<file path="src/rtl/axil_arbiter_rr_wr.sv">
// Round-robin arbiter for the shared AXI-Lite write path (AW, W, B); one grant spans a full write.
// Optional forced release of a stuck grant is enabled with `define AXIL_ARB_TIMEOUT_EN.
module axil_arbiter_rr_wr #(
    parameter int NUMBER_MASTER  = 4,
    parameter int TIMEOUT_CYCLES = 256
) (
    input  logic                             aclk,
    input  logic                             aresetn,
    input  logic [NUMBER_MASTER-1:0]         request_wr,
    output logic [NUMBER_MASTER-1:0]         grant_wr,
    output logic [$clog2(NUMBER_MASTER)-1:0] grant_wr_cdr,
    input  logic                             aw_hs,
    input  logic                             w_hs,
    input  logic                             s_axil_bvalid,
    input  logic [NUMBER_MASTER-1:0]         m_axil_bready,
    output logic                             busy,
    output logic                             timeout_err
);

    localparam int IDXW = $clog2(NUMBER_MASTER);

    if (NUMBER_MASTER < 2) begin : g_bad_number_master
        $error("axil_arbiter_rr_wr: NUMBER_MASTER must be at least 2");
    end
    if (TIMEOUT_CYCLES < 2) begin : g_bad_timeout_cycles
        $error("axil_arbiter_rr_wr: TIMEOUT_CYCLES must be at least 2");
    end

    typedef enum logic [1:0] {
        IDLE = 2'd0,
        DATA = 2'd1,
        RESP = 2'd2
    } state_t;

    state_t                   r_state;
    state_t                   w_next_state;
    logic [NUMBER_MASTER-1:0] r_grant;
    logic [IDXW-1:0]          r_cdr;
    logic [IDXW-1:0]          r_last_ptr;
    logic                     r_aw_done;
    logic                     r_w_done;

    logic                     w_found;
    logic [IDXW-1:0]          w_winner;
    logic [IDXW:0]            w_cand;
    logic                     w_data_done;
    logic                     w_b_hs;
    logic                     w_timeout;

    // Both halves of the write are in once the flags plus this cycle's handshakes cover AW and W.
    assign w_data_done = (r_aw_done | aw_hs) & (r_w_done | w_hs);
    assign w_b_hs      = s_axil_bvalid & m_axil_bready[r_cdr];

    // Scan from the master after the last winner, wrapping, so every requester is reached in turn.
    always_comb begin
        w_found  = 1'b0;
        w_winner = '0;
        w_cand   = '0;
        for (int i = 1; i <= NUMBER_MASTER; i++) begin
            w_cand = {1'b0, r_last_ptr} + (IDXW+1)'(i);
            if (w_cand >= (IDXW+1)'(NUMBER_MASTER)) begin
                w_cand = w_cand - (IDXW+1)'(NUMBER_MASTER);
            end
            if (!w_found && request_wr[w_cand[IDXW-1:0]]) begin
                w_found  = 1'b1;
                w_winner = w_cand[IDXW-1:0];
            end
        end
    end

`ifdef AXIL_ARB_TIMEOUT_EN
    localparam int            TW    = $clog2(TIMEOUT_CYCLES + 1);
    localparam logic [TW-1:0] TLAST = TW'(TIMEOUT_CYCLES - 1);
    localparam logic [TW-1:0] TMAX  = TW'(TIMEOUT_CYCLES);

    logic [TW-1:0] r_tmo_cnt;
    logic          r_timeout_err;
    logic          w_complete;

    assign w_complete = ((r_state == DATA) && w_data_done) || ((r_state == RESP) && w_b_hs);
    assign w_timeout  = (r_state != IDLE) && (r_tmo_cnt >= TLAST) && !w_complete;

    // Counter saturates so a grant that overruns in RESP is still caught instead of wrapping.
    always_ff @(posedge aclk or negedge aresetn) begin
        if (!aresetn) begin
            r_tmo_cnt     <= '0;
            r_timeout_err <= 1'b0;
        end else begin
            r_timeout_err <= w_timeout;
            if ((r_state == IDLE) && (w_next_state == DATA)) begin
                r_tmo_cnt <= '0;
            end else if ((r_state != IDLE) && (r_tmo_cnt != TMAX)) begin
                r_tmo_cnt <= r_tmo_cnt + 1'b1;
            end
        end
    end
`else
    assign w_timeout = 1'b0;
`endif

    always_ff @(posedge aclk or negedge aresetn) begin
        if (!aresetn) begin
            r_state <= IDLE;
        end else begin
            r_state <= w_next_state;
        end
    end

    always_comb begin
        w_next_state = r_state;
        case (r_state)
            IDLE:    if (w_found)     w_next_state = DATA;
            DATA:    if (w_data_done) w_next_state = RESP;
            RESP:    if (w_b_hs)      w_next_state = IDLE;
            default:                  w_next_state = IDLE;
        endcase
        if (w_timeout) begin
            w_next_state = IDLE;
        end
    end

    // last_ptr only moves on a new grant, so it survives both normal and forced release.
    always_ff @(posedge aclk or negedge aresetn) begin
        if (!aresetn) begin
            r_grant    <= '0;
            r_cdr      <= '0;
            r_last_ptr <= IDXW'(NUMBER_MASTER - 1);
            r_aw_done  <= 1'b0;
            r_w_done   <= 1'b0;
        end else begin
            if ((r_state == DATA) && (w_next_state == DATA)) begin
                r_aw_done <= r_aw_done | aw_hs;
                r_w_done  <= r_w_done | w_hs;
            end else begin
                r_aw_done <= 1'b0;
                r_w_done  <= 1'b0;
            end
            if ((r_state == IDLE) && (w_next_state == DATA)) begin
                r_grant    <= {{(NUMBER_MASTER-1){1'b0}}, 1'b1} << w_winner;
                r_cdr      <= w_winner;
                r_last_ptr <= w_winner;
            end else if (w_next_state == IDLE) begin
                r_grant <= '0;
                r_cdr   <= '0;
            end
        end
    end

    always_comb begin
        busy         = (r_state != IDLE);
        grant_wr     = r_grant;
        grant_wr_cdr = r_cdr;
`ifdef AXIL_ARB_TIMEOUT_EN
        timeout_err  = r_timeout_err;
`else
        timeout_err  = 1'b0;
`endif
    end

endmodule

</file>
<file path="config.mk">
export PLATFORM = sky130hd
export DESIGN_NAME = axil_arbiter_rr_wr
export DESIGN_NICKNAME = d
export VERILOG_FILES = /design/src/rtl/axil_arbiter_rr_wr.sv
export SDC_FILE = /design/constraint.sdc
export NUM_CORES = 1
export LEC_CHECK = 0
export BUFFER_PORTS_ARGS = -buffer_cell sky130_fd_sc_hd__buf_2
export CORE_AREA = 5 5 42 44
export DETAILED_ROUTE_END_ITERATION = 8
export DIE_AREA = 0 0 47 49
export PLACE_DENSITY = 0.72
export SLEW_MARGIN = 5
export SYNTH_ARGS = -nofsm -noshare
export SYNTH_HDL_FRONTEND = slang
export SYNTH_SLANG_ARGS = --single-unit
</file>
<file path="constraint.sdc">
create_clock -name aclk -period 3.52 [get_ports aclk]
set_input_delay 0.352 -clock aclk [delete_from_list [all_inputs] [get_ports aclk]]
set_output_delay 0.352 -clock aclk [all_outputs]
set_load 0.01 [all_outputs]
</file>
Yosys cells after proc, flatten, opt, wreduce, memory -nomap -nowiden. Cells that the tools add are included.

Output and inout port bits: 8. Flip-flop bits (word level): 12. Input port bits: 13.

Add/sub/neg operators: 8. Eq/ne operators: 3. Reductions and logical operators: 12. $lt $le $gt $ge: 9. Multiplexer cells: 32. Bitwise logic cells: 4. Shift-type cells: 1.

Operators by type and width (count): two-way mux 2 bit (13); less-than comparator 2 x 3 -> 1 bit, second input constant (5); >= comparator 3 bit, second input constant (4); two-way mux 1 bit (11); binary-select mux 1 bit (select 2 bit) (5); two-way mux 4 bit (2); subtractor 2 x 1 -> 2 bit, second input constant (4); adder 2 x 2 -> 3 bit, second input constant (2); case mux 2 bit (3 select lines) (1); logical AND 1 bit (5); equality test 2 x 1 -> 1 bit, second input constant (2); logical NOT 2 bit (2); nonzero test 2 bit (2); left shift 1 x 2 -> 4 bit, first input constant (1); adder 2 x 1 -> 3 bit, second input constant (1); adder 2 x 3 -> 3 bit, second input constant (1); logical NOT 1 bit (3); AND 1 bit (2); equality test 2 bit, second input constant (1); OR 1 bit (2).

Logic depth before layout (Yosys ltp).
Depth in word-level cells: 20. Depth in mapped cells: 4. Mapped depth without buffers: 4.

Worst setup path after synthesis. Ideal clock, no wire load.

Kind: reg-to-reg. Start point: register r_cdr[0], in the netlist grant_wr_cdr[0]. End point: register r_grant[2], in the netlist grant_wr[2]. Data arrival time: 1.475 ns. Clock period less this slack: 1.570 ns. Cell stages (with the launch flop): 5. Library setup time: 0.095 ns. Slack: 1.950 ns. Cells stage by stage: dfrtp_1 -> mux4_2 -> a211o_1 -> a21bo_1 -> o31ai_1.

Longest elaborated chain between the ends: 8. Elaborated cells on any way between the ends: 10. Classes of those cells: eq/ne: 1; mux: 5; bitwise: 1; reduce/logical: 3.

RTL lines: start, declared (RTL line 38) `logic [IDXW-1:0] r_cdr;`; start signal, assigned (RTL line 140) `r_cdr <= w_winner;`; binary-select mux 1 bit (select 2 bit) (*) (RTL line 52) `assign w_b_hs = s_axil_bvalid & m_axil_bready[r_cdr];`; two-way mux 1 bit (implied by the code) (*) (RTL line 52); AND 1 bit (*) (RTL line 52); two-way mux 2 bit (*) (RTL line 114) `RESP: if (w_b_hs) w_next_state = IDLE;`; case mux 2 bit (3 select lines) (*) (RTL line 111) `case (r_state)`; equality test 2 x 1 -> 1 bit (RTL line 138) `if ((r_state == IDLE) && (w_next_state == DATA)) begin`; logical AND 1 bit (RTL line 138); two-way mux 4 bit / nonzero test 2 bit (equally long branches); end signal, assigned (RTL line 139) `r_grant <= {{(NUMBER_MASTER-1){1'b0}}, 1'b1} << w_winner;`; end, declared (RTL line 37) `logic [NUMBER_MASTER-1:0] r_grant;`.

Every way passes the cells marked *; elsewhere a longest branch is shown, timed or not. The select of a mux whose other input is x is not followed. A chain may end at the register's enable or synchronous reset.

Worst setup path in the final report.
Start point: register r_last_ptr[0]. End point: register r_grant[3], in the netlist grant_wr[3].

Longest elaborated chain between the ends: 20. Elaborated cells on any way between the ends: 46. Classes of those cells: add/sub: 8; order compare: 4; eq/ne: 1; shift: 1; mux: 23; reduce/logical: 9.

RTL lines: start, declared (RTL line 39) `logic [IDXW-1:0] r_last_ptr;`; start signal, assigned (RTL line 127) `r_last_ptr <= IDXW'(NUMBER_MASTER - 1);`; start signal, assigned (RTL line 141) `r_last_ptr <= w_winner;`; adder 2 x 1 -> 3 bit (RTL line 60) `w_cand = {1'b0, r_last_ptr} + (IDXW+1)'(i);`; >= comparator 3 bit / subtractor 2 x 1 -> 2 bit (equally long branches) (RTL line 61, 62); two-way mux 2 bit (RTL line 61) `if (w_cand >= (IDXW+1)'(NUMBER_MASTER)) begin`; binary-select mux 1 bit (select 2 bit) (RTL line 64) `if (!w_found && request_wr[w_cand[IDXW-1:0]]) begin`; two-way mux 1 bit (implied by the code) (RTL line 64); two-way mux 1 bit (RTL line 64); logical NOT 1 bit (RTL line 64); logical AND 1 bit (RTL line 64); [4 not listed]; logical NOT 1 bit (RTL line 64); logical AND 1 bit (RTL line 64); two-way mux 1 bit (RTL line 64); two-way mux 2 bit (RTL line 112) `IDLE: if (w_found) w_next_state = DATA;`; case mux 2 bit (3 select lines) (RTL line 111); equality test 2 x 1 -> 1 bit (RTL line 138); logical AND 1 bit (RTL line 138); two-way mux 4 bit / nonzero test 2 bit (equally long branches).

Several ways; a longest one is shown, not always the timed one. The select of a mux whose other input is x is not followed.

==> run metrics <==
CP arrival 1.79 ns; fin. max-slew vios 0; WL met1 a little over 500 µm; #FFs+latches synth 12; Vias 470; max cap viols 0; cell taking the most area after synthesis dfrtp_1; post-synth top area share 0.4274; antenna-violating nets left 0; crit path max fanout 4; hold buffers post-CTS 1; cell count of the worst reg-to-reg path 4; Clk Latency, worst-skew pair 0.27 ns; WHS 0.3304 ns; 1st-iter DRT viols 5; DR WL met2 511 µm; Critical-path top delay cell dfstp_2; WL final 1097 µm; IO Count 21; CP delay by family, top compound AO/OA/AOI/OAI gates; drt wl/cell 11.92 µm; Diodes inserted 0; root buf cell clkbuf_4; RSZ-0062 raised after global routing false; Die Y 49 µm; I/O Buffers 19; Reg area approximately 300 µm²; total power 0.6072 mW; Max Freq 614.1 MHz; crit path buf inv count 0; status finished clean; most frequent cells in the layout buf_2 (19), dfrtp_1 (10), nor2_1 (6); postcts setup bufs 0; clk_skew 0.007099 ns; routability cong. between 0.7 and 0.8; Syn Inst Count 53; Hold Startpoint w_hs; via-per-instance ratio ~5; worst vdd rail ir drop 0.4471 mV; final worst path period need 1.628 ns; hold path depth 3; syn avg cell area 11.05 µm²; CTS max path bufs 2; Worst Path Required ~3.7 ns; Syn. warnings 0; Crit. End Element flip-flop; H-tree levels 1; metal3 WL ~65 µm; TritonRoute pass-1 iters 3; sequential share of the synthesized area 0.5171; most common cell after layout, fill and taps aside buf_2; # nets final 90; reg2reg start r_last_ptr[0]$_DFFE_PN1P_; critical path, cell by cell and3b_1 > o31ai_1 > nor2_1 > a22o_2; Congestion Overflow GR 0; pin count of the biggest net entering global routing 13; post-cts repair resize count 0; Hold Crit Class in2reg; final number of hold-violating endpoints 0; Core ar. 1401 µm²; # setup viols final 0; CP Launch Type flip-flop; Setup CP Type reg2reg; R2R Path End grant_wr[3]$_DFFE_PN0P_; top cells by area, synth dfrtp_1 (43%), dfstp_2 (9.0%), mux4_2 (3.8%), nor2_1 (3.8%), o31ai_1 (3.8%); Hold EP r_w_done$_DFF_PN0_; TritonCTS clock tree yes; layout cell share with drive strength beyond 1 0.4079; Setup TNS Final 0 ns; ratio of final minimum period to clock period 0.4626; DRC Markers 0; die area 2303 µm²; # fillers between 100 and 150; global-route wire length before repair 1780 µm; Worst R2R Setup Slack roughly 1.9 ns; area of the multi-input gates 267.8 µm²; Mapped Nets 66; FP Rows 14; final core occ 0.5277; initial antenna violation count 0; vias in the first global route 440; CTS buffer count 3; Die W 47 µm; clock sink count 12; DP Wirelength 900.3 µm; uppermost layer routed met4; Netlist cell types 30; P per Cell Area 821.1 nW/µm²; Initial Util 0.4179; CTS clk-pin slew, worst paths 0.07 ns; CP max stage delay ~0.54 ns; Area growth, synth to finish 26.28%; leakage 0.3772 nW; GRT Util Overall 0.1105; cell area after synthesis 585.6 µm²
## Yosys cell counts
cell       number
o21ai_1         1
o2bb2ai_1       1
o22ai_1         1
mux4_2          1
conb_1          1
a21oi_1         1
nand3_1         1
mux2_2          1
and3b_1         1
or2_2           1
a22o_2          2
a21boi_0        1
inv_1           2
nor2_1          6
o22a_1          1
a21bo_1         1
nand2_2         1
nand2b_1        2
dfstp_2         2
nor2b_1         1
a32o_1          1
buf_4           1
o21ai_0         1
o31ai_1         3
mux2i_1         1
a211o_1         1
dfrtp_1        10
o31a_1          1
a21o_1          2
nand2_1         3
## power by group
| part | total (mW) | switching, mW | internal, mW |
|---|---|---|---|
| clock network | 0.105 | 0.0425 | 0.0629 |
| logic | 0.253 | 0.130 | 0.123 |
| registers | 0.249 | 0.0431 | 0.205 |
| total | 0.607 | 0.216 | 0.391 |
## logic make-up (layout without fill, tap and decap cells)
logic type,after synthesis,count (layout),synth area share
AOI/OAI and AO/OA,18,18,0.2414
buffers and inverters,3,26,0.02565
DFF,12,12,0.5171
muxes,3,3,0.07478
other,1,1,0.006404
and+or+nand+nor,16,16,0.1346
## registers in the layout, indices dropped and copies added, names as in the netlist
name / count
grant_wr: 4
grant_wr_cdr: 2
r_aw_done: 1
r_last_ptr: 2
r_state: 2
r_w_done: 1
## worst max-delay path by stage
| stage | from | to | slack (ns) | depth (start not counted) |
|---|---|---|---|---|
| final | r_last_ptr[0]$_DFFE_PN1P_ | grant_wr[3]$_DFFE_PN0P_ | 1.89 | 4 |
| after global routing | r_last_ptr[0]$_DFFE_PN1P_ | grant_wr[3]$_DFFE_PN0P_ | 1.80 | 4 |
| after CTS | r_last_ptr[0]$_DFFE_PN1P_ | grant_wr[3]$_DFFE_PN0P_ | 1.90 | 4 |
| after detailed placement | request_wr[3] | grant_wr[3]$_DFFE_PN0P_ | 1.81 | 5 |
| after global placement | request_wr[3] | grant_wr[3]$_DFFE_PN0P_ | 1.80 | 5 |
| after floorplan | grant_wr_cdr[0]$_DFFE_PN0P_ | grant_wr[2]$_DFFE_PN0P_ | 1.95 | 4 |
## per-stage QoR
step | area (µm²) | instances | setup WS [ns]
CTS | 739.5 | 92 | 1.899
global placement | 693.2 | 87 | 1.796
finish | 739.5 | 92 | 1.892
global route | 739.5 | 92 | 1.798
floorplan | 585.6 | 53 | 1.950
detailed placement | 693.2 | 87 | 1.815
## final cells by class
cell class	instances	share of cell area
multi-input cells	38	0.3621
inverters	2	0.01015
well taps	16	0.02707
repair buffers	20	0.1421
flip-flops and latches	12	0.4095
clock buffers	4	0.04907
## worst register-to-register path, delay by kind of cell (launching register included)
kind / cells / cell delay [ns]
compound gates: 2 / 0.68
flops: 1 / 0.54
simple gates: 2 / 0.31
## routing by layer
layer  global-route usage  vias up
li1                     -      239
met1               0.1352      219
met2               0.1538       10
met3              0.07011        2
met4              0.04147        0
met5                    0        -
No activity file was read; power rests on OpenSTA's default activity.
